==> config.mk <==
export PLATFORM = sky130hd
export DESIGN_NAME = id_stage_pipe_flat
export DESIGN_NICKNAME = d
export VERILOG_FILES = /design/src/rtl/id_stage_if.sv /design/src/rtl/id_stage_pipe.sv /design/src/flat_wrapper.sv
export SDC_FILE = /design/constraint.sdc
export NUM_CORES = 2
export LEC_CHECK = 0
export CORE_UTILIZATION = 35
export DETAILED_ROUTE_END_ITERATION = 6
export GPL_ROUTABILITY_DRIVEN = 0
export PLACE_DENSITY = 0.63
export SETUP_SLACK_MARGIN = 0.05
export SYNTH_ARGS = -nofsm -noshare
export SYNTH_HDL_FRONTEND = slang
export SYNTH_SLANG_ARGS = --single-unit
==> constraint.sdc <==
create_clock -name clk_i -period 4.9 [get_ports clk_i]
set_input_delay 1.225 -clock clk_i [delete_from_list [all_inputs] [get_ports clk_i]]
set_output_delay 1.225 -clock clk_i [all_outputs]
set_load 0.03 [all_outputs]
==> src/rtl/id_stage_if.sv <==
// id_stage_if: IF/ID handshake, external control decode, writeback and ID/EX bundle signals
interface id_stage_if #(
    parameter int DATA_W = 32
);
    logic              if_valid;
    logic              if_ready;
    logic [0:31]       if_instr;
    logic [0:31]       if_pc;
    logic [0:31]       id_instr;
    logic              ctrl_reg_dst;
    logic              ctrl_reg_wr;
    logic              ctrl_alu_src;
    logic              ctrl_ext_op;
    logic              ctrl_imm_zero;
    logic              ctrl_mem_rd;
    logic              ctrl_uses_rt;
    logic              ctrl_jal;
    logic              wb_wr;
    logic [4:0]        wb_addr;
    logic [DATA_W-1:0] wb_data;
    logic              flush;
    logic              ex_valid;
    logic              ex_ready;
    logic [DATA_W-1:0] ex_operand_a;
    logic [DATA_W-1:0] ex_operand_b;
    logic [DATA_W-1:0] ex_store_data;
    logic [4:0]        ex_dst;
    logic              ex_reg_wr;
    logic              ex_mem_rd;
    logic [0:31]       ex_pc;

    modport master (
        output if_valid, if_instr, if_pc,
        output ctrl_reg_dst, ctrl_reg_wr, ctrl_alu_src, ctrl_ext_op,
        output ctrl_imm_zero, ctrl_mem_rd, ctrl_uses_rt, ctrl_jal,
        output wb_wr, wb_addr, wb_data, flush, ex_ready,
        input  if_ready, id_instr, ex_valid, ex_operand_a, ex_operand_b,
        input  ex_store_data, ex_dst, ex_reg_wr, ex_mem_rd, ex_pc
    );

    modport slave (
        input  if_valid, if_instr, if_pc,
        input  ctrl_reg_dst, ctrl_reg_wr, ctrl_alu_src, ctrl_ext_op,
        input  ctrl_imm_zero, ctrl_mem_rd, ctrl_uses_rt, ctrl_jal,
        input  wb_wr, wb_addr, wb_data, flush, ex_ready,
        output if_ready, id_instr, ex_valid, ex_operand_a, ex_operand_b,
        output ex_store_data, ex_dst, ex_reg_wr, ex_mem_rd, ex_pc
    );
endinterface

==> src/rtl/id_stage_pipe.sv <==
// id_stage_pipe: pipelined decode stage with GPR file, immediate build and load-use stall
module id_stage_pipe #(
    parameter int DATA_W   = 32,
    parameter int ZERO_REG = 1,
    parameter int LINK_REG = 31
) (
    input logic       clk_i,
    input logic       reset_i,
    id_stage_if.slave bus
);
    localparam logic [4:0] LINK = 5'(LINK_REG);
    localparam bit         ZR   = ZERO_REG != 0;

    logic [DATA_W-1:0] gpr_q [32];
    logic              id_valid_q, id_valid_d;
    logic [0:31]       id_instr_q, id_instr_d;
    logic [0:31]       id_pc_q, id_pc_d;
    logic              ex_valid_q, ex_valid_d;
    logic [DATA_W-1:0] ex_a_q, ex_a_d;
    logic [DATA_W-1:0] ex_b_q, ex_b_d;
    logic [DATA_W-1:0] ex_sd_q, ex_sd_d;
    logic [4:0]        ex_dst_q, ex_dst_d;
    logic              ex_reg_wr_q, ex_reg_wr_d;
    logic              ex_mem_rd_q, ex_mem_rd_d;
    logic [0:31]       ex_pc_q, ex_pc_d;
    logic [4:0]        rs, rt, rd, dst;
    logic [15:0]       imm;
    logic [DATA_W-1:0] rs_val, rt_val, imm_ext;
    logic              hazard, ex_free, advance, ready, accept, load;

    // Instruction fields of the word held in ID (bit 0 is the MSB)
    assign rs  = id_instr_q[6:10];
    assign rt  = id_instr_q[11:15];
    assign rd  = id_instr_q[16:20];
    assign imm = bus.ctrl_imm_zero ? 16'h0 : id_instr_q[16:31];
    assign imm_ext = bus.ctrl_ext_op ? DATA_W'($signed(imm)) : DATA_W'(imm);
    assign dst = bus.ctrl_jal ? LINK : bus.ctrl_reg_dst ? rd : rt;

    // Write-through read: a same-cycle writeback is visible, r0 stays zero even when bypassed
    assign rs_val = (ZR && rs == 5'd0) ? '0 :
                    (bus.wb_wr && bus.wb_addr == rs) ? bus.wb_data : gpr_q[rs];
    assign rt_val = (ZR && rt == 5'd0) ? '0 :
                    (bus.wb_wr && bus.wb_addr == rt) ? bus.wb_data : gpr_q[rt];

    // A load in EX whose result the ID instruction needs holds ID back for one bubble
    assign hazard  = id_valid_q & ex_valid_q & ex_mem_rd_q & ex_reg_wr_q & (ex_dst_q != 5'd0) &
                     ((ex_dst_q == rs) | (bus.ctrl_uses_rt & (ex_dst_q == rt)));
    assign ex_free = !ex_valid_q | bus.ex_ready;
    assign advance = id_valid_q & !hazard & ex_free;
    assign ready   = !bus.flush & (!id_valid_q | advance);
    assign accept  = bus.if_valid & ready;
    assign load    = advance & !bus.flush;

    // ID register next state: flush kills, new fetch loads, advancing empties, otherwise hold
    always_comb begin
        id_valid_d = bus.flush ? 1'b0 : accept ? 1'b1 : advance ? 1'b0 : id_valid_q;
        id_instr_d = accept ? bus.if_instr : id_instr_q;
        id_pc_d    = accept ? bus.if_pc : id_pc_q;
    end

    // EX register next state: flush kills, advance loads, free slot bubbles, stalled bundle holds
    always_comb begin
        ex_valid_d  = bus.flush ? 1'b0 : advance ? 1'b1 : ex_free ? 1'b0 : ex_valid_q;
        ex_a_d      = load ? rs_val : ex_a_q;
        ex_b_d      = load ? (bus.ctrl_alu_src ? imm_ext : rt_val) : ex_b_q;
        ex_sd_d     = load ? rt_val : ex_sd_q;
        ex_dst_d    = load ? dst : ex_dst_q;
        ex_reg_wr_d = load ? bus.ctrl_reg_wr : ex_reg_wr_q;
        ex_mem_rd_d = load ? bus.ctrl_mem_rd : ex_mem_rd_q;
        ex_pc_d     = load ? id_pc_q : ex_pc_q;
    end

    // Pipeline registers with synchronous clear
    always_ff @(posedge clk_i) begin
        if (reset_i) begin
            id_valid_q  <= 1'b0;
            id_instr_q  <= '0;
            id_pc_q     <= '0;
            ex_valid_q  <= 1'b0;
            ex_a_q      <= '0;
            ex_b_q      <= '0;
            ex_sd_q     <= '0;
            ex_dst_q    <= '0;
            ex_reg_wr_q <= 1'b0;
            ex_mem_rd_q <= 1'b0;
            ex_pc_q     <= '0;
        end else begin
            id_valid_q  <= id_valid_d;
            id_instr_q  <= id_instr_d;
            id_pc_q     <= id_pc_d;
            ex_valid_q  <= ex_valid_d;
            ex_a_q      <= ex_a_d;
            ex_b_q      <= ex_b_d;
            ex_sd_q     <= ex_sd_d;
            ex_dst_q    <= ex_dst_d;
            ex_reg_wr_q <= ex_reg_wr_d;
            ex_mem_rd_q <= ex_mem_rd_d;
            ex_pc_q     <= ex_pc_d;
        end
    end

    // GPR file: cleared on reset, writeback continues through flush, r0 writes dropped
    always_ff @(posedge clk_i) begin
        if (reset_i) begin
            for (int i = 0; i < 32; i++) gpr_q[i] <= '0;
        end else if (bus.wb_wr && !(ZR && bus.wb_addr == 5'd0)) begin
            gpr_q[bus.wb_addr] <= bus.wb_data;
        end
    end

    assign bus.if_ready      = ready;
    assign bus.id_instr      = id_instr_q;
    assign bus.ex_valid      = ex_valid_q;
    assign bus.ex_operand_a  = ex_a_q;
    assign bus.ex_operand_b  = ex_b_q;
    assign bus.ex_store_data = ex_sd_q;
    assign bus.ex_dst        = ex_dst_q;
    assign bus.ex_reg_wr     = ex_reg_wr_q;
    assign bus.ex_mem_rd     = ex_mem_rd_q;
    assign bus.ex_pc         = ex_pc_q;
endmodule
==> src/flat_wrapper.sv <==
// flat-port wrapper written by rule: the top's interface ports become plain ports
module id_stage_pipe_flat 
#(
    parameter int DATA_W   = 32,
    parameter int ZERO_REG = 1,
    parameter int LINK_REG = 31
)
  (clk_i, reset_i, bus_if_valid, bus_if_instr, bus_if_pc, bus_ctrl_reg_dst, bus_ctrl_reg_wr, bus_ctrl_alu_src, bus_ctrl_ext_op, bus_ctrl_imm_zero, bus_ctrl_mem_rd, bus_ctrl_uses_rt, bus_ctrl_jal, bus_wb_wr, bus_wb_addr, bus_wb_data, bus_flush, bus_ex_ready, bus_if_ready, bus_id_instr, bus_ex_valid, bus_ex_operand_a, bus_ex_operand_b, bus_ex_store_data, bus_ex_dst, bus_ex_reg_wr, bus_ex_mem_rd, bus_ex_pc);
  id_stage_if #(.DATA_W(DATA_W)) bus_i ();
  input logic clk_i;
  input logic reset_i;
  input wire logic [$bits(bus_i.if_valid)-1:0] bus_if_valid;
  input wire logic [$bits(bus_i.if_instr)-1:0] bus_if_instr;
  input wire logic [$bits(bus_i.if_pc)-1:0] bus_if_pc;
  input wire logic [$bits(bus_i.ctrl_reg_dst)-1:0] bus_ctrl_reg_dst;
  input wire logic [$bits(bus_i.ctrl_reg_wr)-1:0] bus_ctrl_reg_wr;
  input wire logic [$bits(bus_i.ctrl_alu_src)-1:0] bus_ctrl_alu_src;
  input wire logic [$bits(bus_i.ctrl_ext_op)-1:0] bus_ctrl_ext_op;
  input wire logic [$bits(bus_i.ctrl_imm_zero)-1:0] bus_ctrl_imm_zero;
  input wire logic [$bits(bus_i.ctrl_mem_rd)-1:0] bus_ctrl_mem_rd;
  input wire logic [$bits(bus_i.ctrl_uses_rt)-1:0] bus_ctrl_uses_rt;
  input wire logic [$bits(bus_i.ctrl_jal)-1:0] bus_ctrl_jal;
  input wire logic [$bits(bus_i.wb_wr)-1:0] bus_wb_wr;
  input wire logic [$bits(bus_i.wb_addr)-1:0] bus_wb_addr;
  input wire logic [$bits(bus_i.wb_data)-1:0] bus_wb_data;
  input wire logic [$bits(bus_i.flush)-1:0] bus_flush;
  input wire logic [$bits(bus_i.ex_ready)-1:0] bus_ex_ready;
  output wire logic [$bits(bus_i.if_ready)-1:0] bus_if_ready;
  output wire logic [$bits(bus_i.id_instr)-1:0] bus_id_instr;
  output wire logic [$bits(bus_i.ex_valid)-1:0] bus_ex_valid;
  output wire logic [$bits(bus_i.ex_operand_a)-1:0] bus_ex_operand_a;
  output wire logic [$bits(bus_i.ex_operand_b)-1:0] bus_ex_operand_b;
  output wire logic [$bits(bus_i.ex_store_data)-1:0] bus_ex_store_data;
  output wire logic [$bits(bus_i.ex_dst)-1:0] bus_ex_dst;
  output wire logic [$bits(bus_i.ex_reg_wr)-1:0] bus_ex_reg_wr;
  output wire logic [$bits(bus_i.ex_mem_rd)-1:0] bus_ex_mem_rd;
  output wire logic [$bits(bus_i.ex_pc)-1:0] bus_ex_pc;
  assign bus_i.if_valid = bus_if_valid;
  assign bus_i.if_instr = bus_if_instr;
  assign bus_i.if_pc = bus_if_pc;
  assign bus_i.ctrl_reg_dst = bus_ctrl_reg_dst;
  assign bus_i.ctrl_reg_wr = bus_ctrl_reg_wr;
  assign bus_i.ctrl_alu_src = bus_ctrl_alu_src;
  assign bus_i.ctrl_ext_op = bus_ctrl_ext_op;
  assign bus_i.ctrl_imm_zero = bus_ctrl_imm_zero;
  assign bus_i.ctrl_mem_rd = bus_ctrl_mem_rd;
  assign bus_i.ctrl_uses_rt = bus_ctrl_uses_rt;
  assign bus_i.ctrl_jal = bus_ctrl_jal;
  assign bus_i.wb_wr = bus_wb_wr;
  assign bus_i.wb_addr = bus_wb_addr;
  assign bus_i.wb_data = bus_wb_data;
  assign bus_i.flush = bus_flush;
  assign bus_i.ex_ready = bus_ex_ready;
  assign bus_if_ready = bus_i.if_ready;
  assign bus_id_instr = bus_i.id_instr;
  assign bus_ex_valid = bus_i.ex_valid;
  assign bus_ex_operand_a = bus_i.ex_operand_a;
  assign bus_ex_operand_b = bus_i.ex_operand_b;
  assign bus_ex_store_data = bus_i.ex_store_data;
  assign bus_ex_dst = bus_i.ex_dst;
  assign bus_ex_reg_wr = bus_i.ex_reg_wr;
  assign bus_ex_mem_rd = bus_i.ex_mem_rd;
  assign bus_ex_pc = bus_i.ex_pc;
  id_stage_pipe #(.DATA_W(DATA_W), .ZERO_REG(ZERO_REG), .LINK_REG(LINK_REG)) u_core (.clk_i(clk_i), .reset_i(reset_i), .bus(bus_i));
endmodule
# --- Word level (Yosys, flattened, before mapping) ---
# Memories as Yosys holds them, arrays and structs flattened. A register that Yosys moved wholly into a read port is not among the register bits.
# Cells that the tools add are included.
op_classes:
  add_sub_neg: 0
  eq_ne: 4
  n_reduce_logical: 16
  shifts: 0
  n_mux: 25
  mul: 0
  n_lt_le_gt_ge: 0
  n_div: 0
  bitwise: 14
op_table:
  columns: ["op", "count"]
  rows:
  - ["$mux 32", 7]
  - ["$mux 5", 7]
  - ["$reduce_or 32->1", 1]
  - ["$eq 5x5->1", 4]
  - ["$mux 16", 1]
  - ["$logic_not 5->1", 3]
  - ["$and 1x1->1", 11]
  - ["$mux 1", 10]
  - ["$logic_not 1->1", 5]
  - ["$reduce_bool 5->1", 1]
  - ["$reduce_bool 2->1", 2]
  - ["$logic_and 1x1->1", 3]
  - ["$or 1x1->1", 3]
  - ["$reduce_or 2->1", 1]
word_totals:
  latchBits: 0
  reg_bits: 201
  rom_bits: 0
  memories: 1
  ram_bits: 1024
  output_inout_bits: 169
mem_list:
  columns: ["name", "depth", "word_bits", "read_ports", "rd_clocked_by_memory_dff", "wr", "line", "rtl"]
  rows:
  - ["u_core.gpr_q", 32, 32, 2, 2, 32, "id_stage_pipe.sv:14", "logic [DATA_W-1:0] gpr_q [32];"]

# --- Longest topological paths before layout ---
depth:
  depth_word: 13
  ltp_mapped: 10

# --- Worst setup path after synthesis ---
# OpenSTA, ideal clock, no wires.
synth_path:
  path_kind: "input -> register"
  from: "in bus_wb_addr[2]"
  to: "mem u_core.gpr_q[28][0], enable pin"
  required_time_ns: 4.434
  n_path_buf: 3
  setup_ns: 0.466
  stages: 6
  arrival_ns: 4.555
  setup_slack_ns: -0.121
  cell_sequence: "clkbuf_1 -> or3_1 -> clkbuf_1 -> nand4bb_1 -> clkbuf_1 -> o21ai_0"
synth_lines:
  columns: ["item", "line", "rtl"]
  rows:
  - ["start: declaration", "flat_wrapper.sv:24", "input wire logic [$bits(bus_i.wb_addr)-1:0] bus_wb_addr;"]
  - ["end: declaration", "id_stage_pipe.sv:14", null]

# --- Final worst setup path ---
layout_path:
  from: "in bus_ctrl_uses_rt"
  to: "out bus_if_ready"
layout_via:
  elab_chain_len: 8
layout_rtl:
  columns: ["item", "line", "rtl"]
  rows:
  - ["start: declaration", "flat_wrapper.sv:21", "input wire logic [$bits(bus_i.ctrl_uses_rt)-1:0] bus_ctrl_uses_rt;"]
  - ["$and 1x1->1", "id_stage_pipe.sv:47", "((ex_dst_q == rs) | (bus.ctrl_uses_rt & (ex_dst_q == rt)));"]
  - ["$or 1x1->1", "id_stage_pipe.sv:47", null]
  - ["$and 1x1->1", "id_stage_pipe.sv:46", "assign hazard = id_valid_q & ex_valid_q & ex_mem_rd_q & ex_reg_wr_q & (ex_dst_q != 5'd0) &"]
  - ["$logic_not 1->1", "id_stage_pipe.sv:49", "assign advance = id_valid_q & !hazard & ex_free;"]
  - ["$and 1x1->1 (2 in series)", "id_stage_pipe.sv:49", null]
  - ["$or 1x1->1", "id_stage_pipe.sv:50", "assign ready = !bus.flush & (!id_valid_q | advance);"]
  - ["$and 1x1->1", "id_stage_pipe.sv:50", null]
  - ["end: declaration", "flat_wrapper.sv:28", "output wire logic [$bits(bus_i.if_ready)-1:0] bus_if_ready;"]
# Every way passes these cells.

==> flow_metrics.tcl <==
set metrics [dict create \
    final_nets 4601 \
    grt_max_degree 93 \
    synthFlopType "edfxtp_1" \
    syn_to_final_growth_pct 17.39 \
    overflow 0 \
    synth_edf_count 1024 \
    cts_setup_buffers 0 \
    crit_path_end_kind "primary output" \
    power_density_nw_per_um2 343.8 \
    cap_violations 0 \
    pin_count 284 \
    finalHoldViolCount 0 \
    die_w_um 425.5 \
    vias 42090 \
    hold_path_class "register to register" \
    synthCells 4283 \
    yosysMostFrequentCell "edfxtp_1" \
    drt_pass1_iterations 7 \
    route.detailed.drc 0 \
    crit_required_ps 3670 \
    clk_latency_ps 800 \
    grt_pass1_vias 41050 \
    cts.repair.resized 0 \
    finalWorstSetupSlack_ps 657.2 \
    period_share_pct 86.59 \
    arrival_ps 3020 \
    drt_iter0_drc 6297 \
    p_leak_uw 0.02405 \
    num_rows 155 \
    setup_viol 0 \
    ctsHoldBuffers 0 \
    cts_tree "built" \
    die-height_um 425.5 \
    relSlewSlack_pct 7.355 \
    max_freq_mhz 235.7 \
    status "finished clean" \
    synth_area_leader_cell "edfxtp_1" \
    async_flop_share_pct 0 \
    synth_top_area_share_pct 49.00 \
    vias_per_cell 6.046 \
    tns_ps 0 \
    avgSynthCellArea_um2 14.65 \
    place_hpwl_mm 145.0 \
    numClockSinks 1235 \
    die_area_um2 181000 \
    numCtsBuffers 134 \
    fin_skew_ps 34.45 \
    core_region_area_um2 178200 \
    synthTopCellsByArea "edfxtp_1, mux4_2, and2_1, dfxtp_1, clkbuf_1" \
    power_uw 25330 \
    postRouteAntennaNets 0 \
    wl_per_cell_um 32.51 \
    initial_core_util_pct 35.21 \
    clk_pin_slew_ps 60 \
    cts.path.max_buffers 3 \
    rsz0062_at_grt "no" \
    slew_viol_final 0 \
    ys_seq_area_share_pct 55.73 \
    cts_root_buffer "clkbuf_16" \
    antenna_found_initial 25 \
    grt_util_all_layers_pct 24.65 \
    criticalPathCategory "primary input to primary output" \
    routed_wirelength_mm 226.3 \
    ys_ff_latch 1235 \
    layout-drive-gt1-share_pct 25.12 \
    synth.top_cells.by_count "edfxtp_1, and2_1, mux4_2" \
    tightest_slew_ps 1385 \
    cts_max_level 4 \
    peakVddDrop_mv 0.4081 \
    dp_slack_ps 471.7 \
    crit_fanout 2 \
    syn_area_um2 62760 \
    fin_crit_ps 4243 \
    yosys_warnings 0 \
    yosysUniqueCellTypes 60 \
    grt_pass1_wl_mm 315.7 \
    port_buffers 283 \
    start_kind "primary input" \
]
[worst max-delay path, stage by stage]
cell             delay, ps
clkdlybuf4s50_1        540
nand2_1                 80
o22ai_1                240
a21oi_1                110
nor2b_1                170
nor2_1                  60
clkdlybuf4s50_1        590
[state kept, by name (all words and copies together) (netlist names), named ones only]
signal and cells:
u_core.bus.ex_dst 5, u_core.bus.ex_mem_rd 1, u_core.bus.ex_operand_a 32, u_core.bus.ex_operand_b 32, u_core.bus.ex_pc 32, u_core.bus.ex_reg_wr 1, u_core.bus.ex_store_data 32, u_core.bus.ex_valid 1
u_core.bus.id_instr 32, u_core.gpr_q 1024, u_core.id_pc_q 32, u_core.id_valid_q 1
[logic make-up (layout without fill, tap and decap cells)]
logic type      Yosys count  after routing  synth area share [%]
mux                     711            711                 22.65
compound gates          489            489                 5.445
xor+xnor                 20             20                0.2791
flops                  1235           1235                 55.73
buf+inv                 470            750                 3.124
other cells               1             45              0.005975
simple gates           1357           1357                 12.77
[where the power goes]
group	internal, uW	switching [uW]	leakage [uW]
Sequential	11900	426	0.0115
Clock	5440	4340	0.00202
Combinational	1430	1800	0.0106
[metal layers]
| metal | track usage (%) | wire (um) | vias to the layer above |
|---|---|---|---|
| met2 | 38.19 | 103500 | 2985 |
| met1 | 32.38 | 84820 | 21700 |
| met3 | 6.695 | 27610 | 531 |
| li1 | - | - | 16850 |
| met4 | 10.73 | 10260 | 20 |
| met5 | 0 | 137 | - |
[metrics by stage]
step | hold slack [ps] | cells | cell area (um^2) | util, %
4_1_cts | 452.0 | 6949 | 73640 | 41.32
6_report | 452.3 | 6962 | 73670 | 41.34
3_5_place_dp | 443.3 | 6705 | 69530 | 39.01
5_1_grt | 465.2 | 6949 | 73640 | 41.32
3_3_place_gp | 435.2 | 6705 | 69530 | 39.01
2_1_floorplan | 432.2 | 4314 | 62880 | -
[cells in the final DEF (no fill, tap or decap), types with 12 or more instances in the layout]
master,count
a211oi_1,17
a21bo_2,64
a21oi_1,135
a221o_1,32
a22oi_1,30
a32o_1,12
a32oi_1,17
and2_1,997
and3_1,36
buf_12,42
buf_4,166
clkbuf_1,37
clkbuf_16,139
clkdlybuf4s50_1,282
clkinv_1,25
clkinv_2,24
conb_1,32
dfxtp_1,201
diode_2,13
edfxtp_1,1024
inv_1,13
mux2_2,45
mux2i_1,103
mux4_2,563
nand2_1,91
nand2b_1,13
nand3_1,87
nor2_1,36
nor2_4,31
nor2b_1,19
o211ai_1,16
o21ai_0,39
o21ai_4,31
o22ai_1,47
o2bb2ai_1,18
xnor2_1,12
[area by class of cell]
class	instances	area, um^2
fillers	16120	104600
flip-flops and latches	1235	35010
multi-input cells	2609	26600
repair buffers	491	4921
clock buffers	180	3672
well taps	2355	2947
clock inverters	64	436.7
inverters	15	58.81
diodes	13	32.53
[path summary, 6_finish.rpt]
kind	slack [ps]	from	endpoint	depth (start not counted)
hold reg to reg	450	u_core.id_pc_q[25]	u_core.bus.ex_pc[25]	2
hold / removal	450	u_core.id_pc_q[25]	u_core.bus.ex_pc[25]	2
setup / recovery	660	bus_ctrl_uses_rt	bus_if_ready	7
setup reg to reg	1260	register	u_core.bus.ex_store_data[28]	7
Power figures use the tool's default switching activity.
